[config.mk]
export PLATFORM = sky130hd
export DESIGN_NAME = sdff_bank_bist_flat
export DESIGN_NICKNAME = d
export VERILOG_FILES = /design/src/rtl/sdff_bank_bist_if.sv /design/src/rtl/sdff_bank_bist.sv /design/src/flat_wrapper.sv
export SDC_FILE = /design/constraint.sdc
export NUM_CORES = 1
export LEC_CHECK = 0
export ABC_AREA = 1
export CAP_MARGIN = 20
export CELL_PAD_IN_SITES_DETAIL_PLACEMENT = 0
export CELL_PAD_IN_SITES_GLOBAL_PLACEMENT = 2
export CORE_AREA = 3 3 115 117
export DETAILED_ROUTE_END_ITERATION = 10
export DIE_AREA = 0 0 118 120
export GPL_ROUTABILITY_DRIVEN = 0
export PLACE_DENSITY = 0.8
export REMOVE_ABC_BUFFERS = 1
export SLEW_MARGIN = 20
export SYNTH_ARGS = -nofsm -noshare
export SYNTH_HDL_FRONTEND = slang
export SYNTH_SLANG_ARGS = --single-unit
[constraint.sdc]
create_clock -name C -period 1.81 [get_ports C]
set_input_delay 0.4525 -clock C [delete_from_list [all_inputs] [get_ports C]]
set_output_delay 0.4525 -clock C [all_outputs]
set_load 0.02 [all_outputs]
[src/rtl/sdff_bank_bist_if.sv]
// Stimulus/response bus between the BIST and the 12-flop sync-reset bank.
// The master drives D/E/RS and reads the bank's Q.
interface sdff_bank_bist_if;
   logic        D;
   logic        E;
   logic [3:0]  RS;
   logic [11:0] Q;

   modport master (
      output D,
      output E,
      output RS,
      input  Q
   );

   modport slave (
      input  D,
      input  E,
      input  RS,
      output Q
   );
endinterface

[src/rtl/sdff_bank_bist.sv]
// LFSR-driven BIST for the SDFF/SDFFE/SDFFCE sync-reset bank with a golden model.
// Optional macro SDFF_BANK_BIST_FIRST_FAIL_EN adds first-failure capture outputs.
module sdff_bank_bist #(
   parameter int unsigned CYCLES = 1024,
   parameter logic [15:0] SEED   = 16'hACE1
) (
   input  logic             C,
   input  logic             R,
   input  logic             start,
   sdff_bank_bist_if.master bank,
   output logic             busy,
   output logic             done,
   output logic             pass,
   output logic [15:0]      err_cnt
`ifdef SDFF_BANK_BIST_FIRST_FAIL_EN
   ,
   output logic [15:0]      first_fail_cyc,
   output logic [11:0]      first_fail_vec
`endif
);

   typedef enum logic [2:0] {
      S_IDLE,
      S_PRIME,
      S_RUN,
      S_DRAIN,
      S_DONE
   } state_e;

   localparam logic [15:0] SEED_L = (SEED == 16'h0000) ? 16'h0001 : SEED;
   localparam logic [15:0] LAST   = 16'(CYCLES - 1);
   localparam logic [11:0] RV     = 12'hAAA;
   localparam logic [11:0] SDFF_M = 12'h0C3;
   localparam logic [11:0] SDFE_M = 12'h30C;

   state_e      state_q, state_d;
   logic [15:0] cnt_q, cnt_d;
   logic [15:0] lfsr_q, lfsr_d;
   logic        d_q, d_d;
   logic        e_q, e_d;
   logic [3:0]  rs_q, rs_d;
   logic [11:0] model_q, model_d;
   logic [15:0] err_q, err_d;
   logic        mis;

`ifdef SDFF_BANK_BIST_FIRST_FAIL_EN
   logic [15:0] ffc_q, ffc_d;
   logic [11:0] ffv_q, ffv_d;
   logic        ffs_q, ffs_d;
`endif

   function automatic logic [11:0] bank_next(
      input logic [11:0] q,
      input logic        d,
      input logic        e,
      input logic [3:0]  rs
   );
      logic [11:0] r;
      logic [11:0] n;
      r = {{2{rs[3]}}, {2{rs[2]}}, {2{rs[1]}}, {6{rs[0]}}};
      n = q;
      for (int i = 0; i < 12; i++) begin
         if (SDFF_M[i])
            n[i] = r[i] ? RV[i] : d;
         else if (SDFE_M[i])
            n[i] = r[i] ? RV[i] : (e ? d : q[i]);
         else
            n[i] = e ? (r[i] ? RV[i] : d) : q[i];
      end
      return n;
   endfunction

   // {D, E, RS}; each reset line fires on two adjacent LFSR bits (~25%)
   function automatic logic [5:0] stim(input logic [15:0] l);
      return {l[0], l[1],
              l[9] & l[8], l[7] & l[6],
              l[5] & l[4], l[3] & l[2]};
   endfunction

   function automatic logic [15:0] lfsr_next(input logic [15:0] l);
      return {l[14:0], l[15] ^ l[13] ^ l[12] ^ l[10]};
   endfunction

   assign mis = ((state_q == S_RUN) || (state_q == S_DRAIN))
             && (bank.Q != model_q);

   always_comb begin
      state_d = state_q;
      cnt_d   = cnt_q;
      lfsr_d  = lfsr_q;
      d_d     = 1'b0;
      e_d     = 1'b0;
      rs_d    = 4'h0;
      model_d = bank_next(model_q, d_q, e_q, rs_q);
      err_d   = err_q;
      if (mis && (err_q != 16'hFFFF))
         err_d = err_q + 16'd1;
`ifdef SDFF_BANK_BIST_FIRST_FAIL_EN
      ffc_d = ffc_q;
      ffv_d = ffv_q;
      ffs_d = ffs_q;
      if (mis && !ffs_q) begin
         ffs_d = 1'b1;
         ffc_d = cnt_q;
         ffv_d = bank.Q ^ model_q;
      end
`endif
      unique case (state_q)
         S_IDLE, S_DONE: begin
            if (start) begin
               state_d = S_PRIME;
               cnt_d   = 16'd0;
               lfsr_d  = SEED_L;
               err_d   = 16'd0;
               e_d     = 1'b1;
               rs_d    = 4'hF;
`ifdef SDFF_BANK_BIST_FIRST_FAIL_EN
               ffc_d   = 16'd0;
               ffv_d   = 12'd0;
               ffs_d   = 1'b0;
`endif
            end
         end
         S_PRIME: begin
            model_d = RV;
            e_d     = 1'b1;
            rs_d    = 4'hF;
            if (cnt_q == 16'd1) begin
               state_d            = S_RUN;
               cnt_d              = 16'd0;
               {d_d, e_d, rs_d}   = stim(lfsr_q);
               lfsr_d             = lfsr_next(lfsr_q);
            end else begin
               cnt_d = cnt_q + 16'd1;
            end
         end
         S_RUN: begin
            cnt_d = cnt_q + 16'd1;
            if (cnt_q == LAST) begin
               state_d = S_DRAIN;
            end else begin
               {d_d, e_d, rs_d} = stim(lfsr_q);
               lfsr_d           = lfsr_next(lfsr_q);
            end
         end
         S_DRAIN: begin
            state_d = S_DONE;
         end
         default: begin
            state_d = S_IDLE;
         end
      endcase
   end

   always_ff @(posedge C) begin
      if (!R) begin
         state_q <= S_IDLE;
         cnt_q   <= 16'd0;
         lfsr_q  <= SEED_L;
         d_q     <= 1'b0;
         e_q     <= 1'b0;
         rs_q    <= 4'h0;
         model_q <= RV;
         err_q   <= 16'd0;
`ifdef SDFF_BANK_BIST_FIRST_FAIL_EN
         ffc_q   <= 16'd0;
         ffv_q   <= 12'd0;
         ffs_q   <= 1'b0;
`endif
      end else begin
         state_q <= state_d;
         cnt_q   <= cnt_d;
         lfsr_q  <= lfsr_d;
         d_q     <= d_d;
         e_q     <= e_d;
         rs_q    <= rs_d;
         model_q <= model_d;
         err_q   <= err_d;
`ifdef SDFF_BANK_BIST_FIRST_FAIL_EN
         ffc_q   <= ffc_d;
         ffv_q   <= ffv_d;
         ffs_q   <= ffs_d;
`endif
      end
   end

   assign bank.D  = d_q;
   assign bank.E  = e_q;
   assign bank.RS = rs_q;
   assign busy    = (state_q == S_PRIME) || (state_q == S_RUN)
                 || (state_q == S_DRAIN);
   assign done    = (state_q == S_DONE);
   assign pass    = done && (err_q == 16'd0);
   assign err_cnt = err_q;

`ifdef SDFF_BANK_BIST_FIRST_FAIL_EN
   assign first_fail_cyc = ffc_q;
   assign first_fail_vec = ffv_q;
`endif

endmodule
[src/flat_wrapper.sv]
// flat-port wrapper written by rule: the top's interface ports become plain ports
module sdff_bank_bist_flat 
#(
   parameter int unsigned CYCLES = 1024,
   parameter logic [15:0] SEED   = 16'hACE1
)
  (C, R, start, busy, done, pass, err_cnt, bank_D, bank_E, bank_RS, bank_Q);
  sdff_bank_bist_if bank_i ();
  input  logic C;
  input  logic R;
  input  logic start;
  output logic busy;
  output logic done;
  output logic pass;
  output logic [15:0] err_cnt;
  output wire logic [$bits(bank_i.D)-1:0] bank_D;
  output wire logic [$bits(bank_i.E)-1:0] bank_E;
  output wire logic [$bits(bank_i.RS)-1:0] bank_RS;
  input wire logic [$bits(bank_i.Q)-1:0] bank_Q;
  assign bank_D = bank_i.D;
  assign bank_E = bank_i.E;
  assign bank_RS = bank_i.RS;
  assign bank_i.Q = bank_Q;
  sdff_bank_bist #(.CYCLES(CYCLES), .SEED(SEED)) u_core (.C(C), .R(R), .start(start), .bank(bank_i), .busy(busy), .done(done), .pass(pass), .err_cnt(err_cnt));
endmodule
== Word level (Yosys, flattened, before mapping) ==
Index checks and enable logic that the tools add are counted.
Word-level totals
  output and inout port bits: 25
  input port bits: 15
  latch bits: 0
  memory bits (read-only): 0
  memories: 0
  word-level logic and storage cells: 80
  bits in writable memories: 0
  register bits after elaboration: 69
Cells by class
  divide/modulo/power cells: 0
  $add $sub $neg: 2
  bitwise logic cells: 8
  multipliers: 0
  reduce and logical (&&, ||, !) cells: 17
  eq/ne operators: 12
  shifts and indexed selects: 0
  mux-type cells: 29
  magnitude comparators: 0
Operators by type and width (count)
  2-to-1 mux 16 bit: 8
  one-hot mux 16 bit (3 select lines): 2
  adder 16 x 1 -> 16 bit (second input constant): 2
  == test 16 x 1 -> 1 bit (second input constant): 1
  == test 16 x 10 -> 1 bit (second input constant): 1
  zero test 16 bit: 1
  != test 16 bit (second input constant): 1
  2-to-1 mux 4 bit: 3
  != test 12 bit: 1
  one-hot mux 3 bit (4 select lines): 1
  one-hot mux 4 bit (3 select lines): 1
  2-to-1 mux 1 bit: 9
  2-to-1 mux 3 bit: 3
  OR reduction 3 bit: 3
  == test 3 x 2 -> 1 bit (second input constant): 2
  != test 2 bit (second input constant): 3
  bitwise AND 1 bit: 4
  AND reduction 4 bit: 1
  OR reduction 2 bit: 2
  == test 3 x 1 -> 1 bit (second input constant): 1
  == test 3 bit (second input constant): 1
  logical AND 1 bit: 3
  zero test 3 bit: 1
  logical OR 1 bit: 3
  8 further kinds: 10

== Logic depth before layout (Yosys ltp) ==
  depth in word-level cells: 7
  gate-level depth with buffers: 12

== Least setup slack after synthesis ==
Ideal clock, no wire load.
  path type: flip-flop to output port
  start: reg u_core.state_q[0]
  end: out pass
  cell stages (with the launch flop): 6
  buffers on the path: 0
  data arrival time: 1.523 ns
  setup slack: -0.166 ns
  required time: 1.357 ns
  cell sequence: dfxtp_1 nor2_2 inv_2 nor2_1 nand3_1 nor3_1
On the way
  word-level cells in the longest chain between the ends: 2
RTL lines
  start: declaration: line sdff_bank_bist.sv:36  | state_e state_q, state_d;
  start signal: assignment: line sdff_bank_bist.sv:171  | state_q <= state_d;
  == test 3 bit: line sdff_bank_bist.sv:192  | assign done = (state_q == S_DONE);
  via done: line flat_wrapper.sv:13  | output logic done;
  logical AND 1 bit: line sdff_bank_bist.sv:193  | assign pass = done && (err_q == 16'd0);
  end: declaration: line flat_wrapper.sv:14  | output logic pass;
The timed path passes the listed nets, and every way through them passes these cells.

== Final worst setup path ==
  start: reg u_core.err_q[14], in the netlist u_core.err_cnt[14]
  end: out pass
On the way
  word-level cells in the longest chain between the ends: 2
RTL lines
  start: declaration: line sdff_bank_bist.sv:43  | logic [15:0] err_q, err_d;
  start signal: assignment: line sdff_bank_bist.sv:178  | err_q <= err_d;
  zero test 16 bit: line sdff_bank_bist.sv:193
  logical AND 1 bit: line sdff_bank_bist.sv:193
Every way passes these cells.

==> run summary <==
Least-Margin Pin Slew -> 0.4477 ns
failing checks -> negative setup slack
CP delay by family, top -> simple AND/OR/NAND/NOR gates
Die Area -> 14160 µm²
total power -> 5955 µW
largest net degree at the start of global routing -> 25
Initial Util -> 29.63%
Clk Latency, worst-skew pair -> 0.34 ns
die height -> 120 µm
Routed wire per std cell -> 11.35 µm
Req. time, crit path -> 1.36 ns
post-route clock period utilization -> 100.2%
top-area cell type share of the netlist area -> 37.40%
Power Density -> 1199 nW/µm²
total iterations of the first detailed-routing run -> 4
status -> complete, but fails checks
post-DP HPWL -> 6.984 mm
row count -> 41
IR drop worst, VDD -> 0.4954 mV
drt total wl -> 9.360 mm
Async SR Flop Fraction -> 0%
Setup TNS -> -0.004284 ns
Critical Path Sink Type -> output port
first-pass GRT wire length -> 15.68 mm
Hold Path Class -> reg -> reg
placed cells -> 806
crit path buf inv count -> 1
dpl cell area -> 4568 µm²
sequential-to-total area share from yosys stat -> 37.40%
fin worst setup slack -> -0.004284 ns
vias in the first global route -> 3293
crit-path max FO -> 2
fmax -> 0.5512 GHz
synth unique cells -> 34
CP cell instances -> nor4_4 -> nand3_2 -> nor3_2 -> buf_4
RSZ-0062 raised after global routing -> true
via density per instance -> 4.337
gr ovfl total -> 0
layout cells sized above 1 -> 16.08%
drt drc -> 0
Hold Crit Depth -> 2
Max-Cap Viols -> 0
root buffer cell -> clkbuf_16
Final #Nets -> 667
Final Hold Fails -> 0
Clk pin slew, worst setup/hold paths -> 0.06 ns
Post-synth EDFFs -> 0
type of origin of the critical path -> register
# diodes -> 0
cell count after synthesis -> 563
DRT iter0 DRCs -> 216
max_slew headroom -> 69.93%
CP Data Arrival Time -> 1.36 ns
final non-filler cell total -> 825
Synth Flop Type -> dfxtp_1
Final Cell Area -> 4966 µm²
Slowest-stage cell, CP -> dfxtp_2
Final ANT Viol Nets -> 0
Synth-to-Final Area Change -> 34.45%
CTS buffer count -> 9
clock tree from TritonCTS -> yes
Yosys reg bits -> 69
worst r2r path cells -> 10
Yosys top cell by area -> dfxtp_1
Core Region -> 12470 µm²
yosys warns -> 0
filler cell count -> 1332
Reg area -> 1385 µm²
Worst Setup Path Type -> reg -> out
Mean Syn Cell Area -> 6.560 µm²
clk sinks -> 69
synth top area cells -> dfxtp_1 37%, nand2_1 15%, inv_1 8.8%, nor2_1 8.6%, nand3_1 4.6%
global-route usage over all layers -> 13.74%
Slew Viols, Final -> 0
clock buffer depth -> 2
Clock Skew -> 0.006812 ns
# port buffers -> 39
synth cell count leaders -> 152 x nand2_1, 87 x inv_1, 85 x nor2_1
H-tree Lvls -> 3
Leak Pwr -> 0.002316 µW
area of the multi-input gates -> 2002 µm²
Final min period -> 1.814 ns
io pins -> 40
most frequent cell after synthesis -> nand2_1
initial antenna violation count -> 0
Die Width -> 118 µm
final setup vio count -> 1
via count -> 3578
Worst path max stage delay -> 0.33 ns
Post-Synthesis Cell Area -> 3694 µm²
Crit. path cell count -> 4
[worst min-delay path, cell delays in order (launching register included)]
cell     delay [ns]
dfxtp_1        0.31
nand2_1        0.06
a21oi_1        0.05
[per-layer routing]
| metal | vias up | global-route usage [%] | share of wire (%) | wire (µm) |
|---|---|---|---|---|
| met5 | - | 0 | 0 | 0 |
| met4 | 0 | 5.495 | 1.7 | 157 |
| met3 | 14 | 4.147 | 3.8 | 351 |
| met2 | 41 | 21.09 | 45 | 4189 |
| met1 | 1590 | 18.09 | 50 | 4661 |
| li1 | 1933 | - | - | - |
[placed cells by master (no fill, tap or decap), types with 13 or more instances in the layout]
cell	Yosys	layout
dfxtp_1	69	66
nand2_1	152	151
nand3_1	34	30
o211ai_1	13	13
clkdlybuf4s50_1	0	16
inv_1	87	87
a21oi_1	22	22
dlygate4sd2_1	0	18
nand4_1	22	22
buf_4	0	45
nor2_1	85	81
[logic make-up after synthesis]
kind of cell | count (synthesis) | share of synthesized area, %
buffers and inverters | 105 | 11.52
XOR/XNOR | 14 | 3.320
AO/OA/AOI/OAI | 49 | 8.198
adder cells (fa/ha/maj) | 4 | 1.355
flip-flops | 69 | 37.40
AND/OR/NAND/NOR | 322 | 38.21
[path summary, 6_finish.rpt]
kind	endpoint	slack, ns	startpoint
max	pass	-0.004	u_core.err_cnt[14]$_SDFF_PN0_
min	u_core.lfsr_q[14]$_SDFFE_PN0P_	0.47	u_core.lfsr_q[14]$_SDFFE_PN0P_
max reg2reg	u_core.err_cnt[12]$_SDFF_PN0_	0.13	u_core.err_cnt[0]$_SDFF_PN0_
min reg2reg	u_core.lfsr_q[14]$_SDFFE_PN0P_	0.47	u_core.lfsr_q[14]$_SDFFE_PN0P_
[state kept, by name (all words and copies together) (netlist names)]
signal          cells
u_core.bank.D       1
u_core.bank.E       1
u_core.bank.RS      4
u_core.cnt_q       16
u_core.err_cnt     16
u_core.lfsr_q      16
u_core.model_q     12
u_core.state_q      3
[stage by stage]
stage / util, % / hold WS (ns) / setup slack (ns)
2_1_floorplan: - / 0.4394 / -0.1656
3_3_place_gp: 36.65 / 0.4539 / -0.3085
3_5_place_dp: 36.65 / 0.4605 / -0.2819
4_1_cts: 39.07 / 0.4712 / -0.1126
5_1_grt: 39.84 / 0.4981 / -0.08752
6_report: 39.84 / 0.4655 / -0.004284
[timing repair]
action,4_1_cts,5_1_grt
pin swaps,3,2
cloned,0,2
endpoints found under the setup margin,23,45
buffers inserted,1,0
gates resized for setup,33,25
hold buffers,0,0
[cell type report]
type / instances / share of cell area [%]
clock buffer: 11 / 4.888
inverter: 93 / 7.080
clock inverter: 5 / 1.184
sequential: 69 / 27.89
timing repair buffer: 84 / 14.31
tap: 172 / 4.334
multi-input combinational: 391 / 40.31
[power by group]
part | switching [µW] | internal [µW] | total, µW
logic | 1350 | 839 | 2180
clock network | 684 | 1110 | 1790
registers | 197 | 1780 | 1980
No activity file was read; power rests on OpenSTA's default activity.
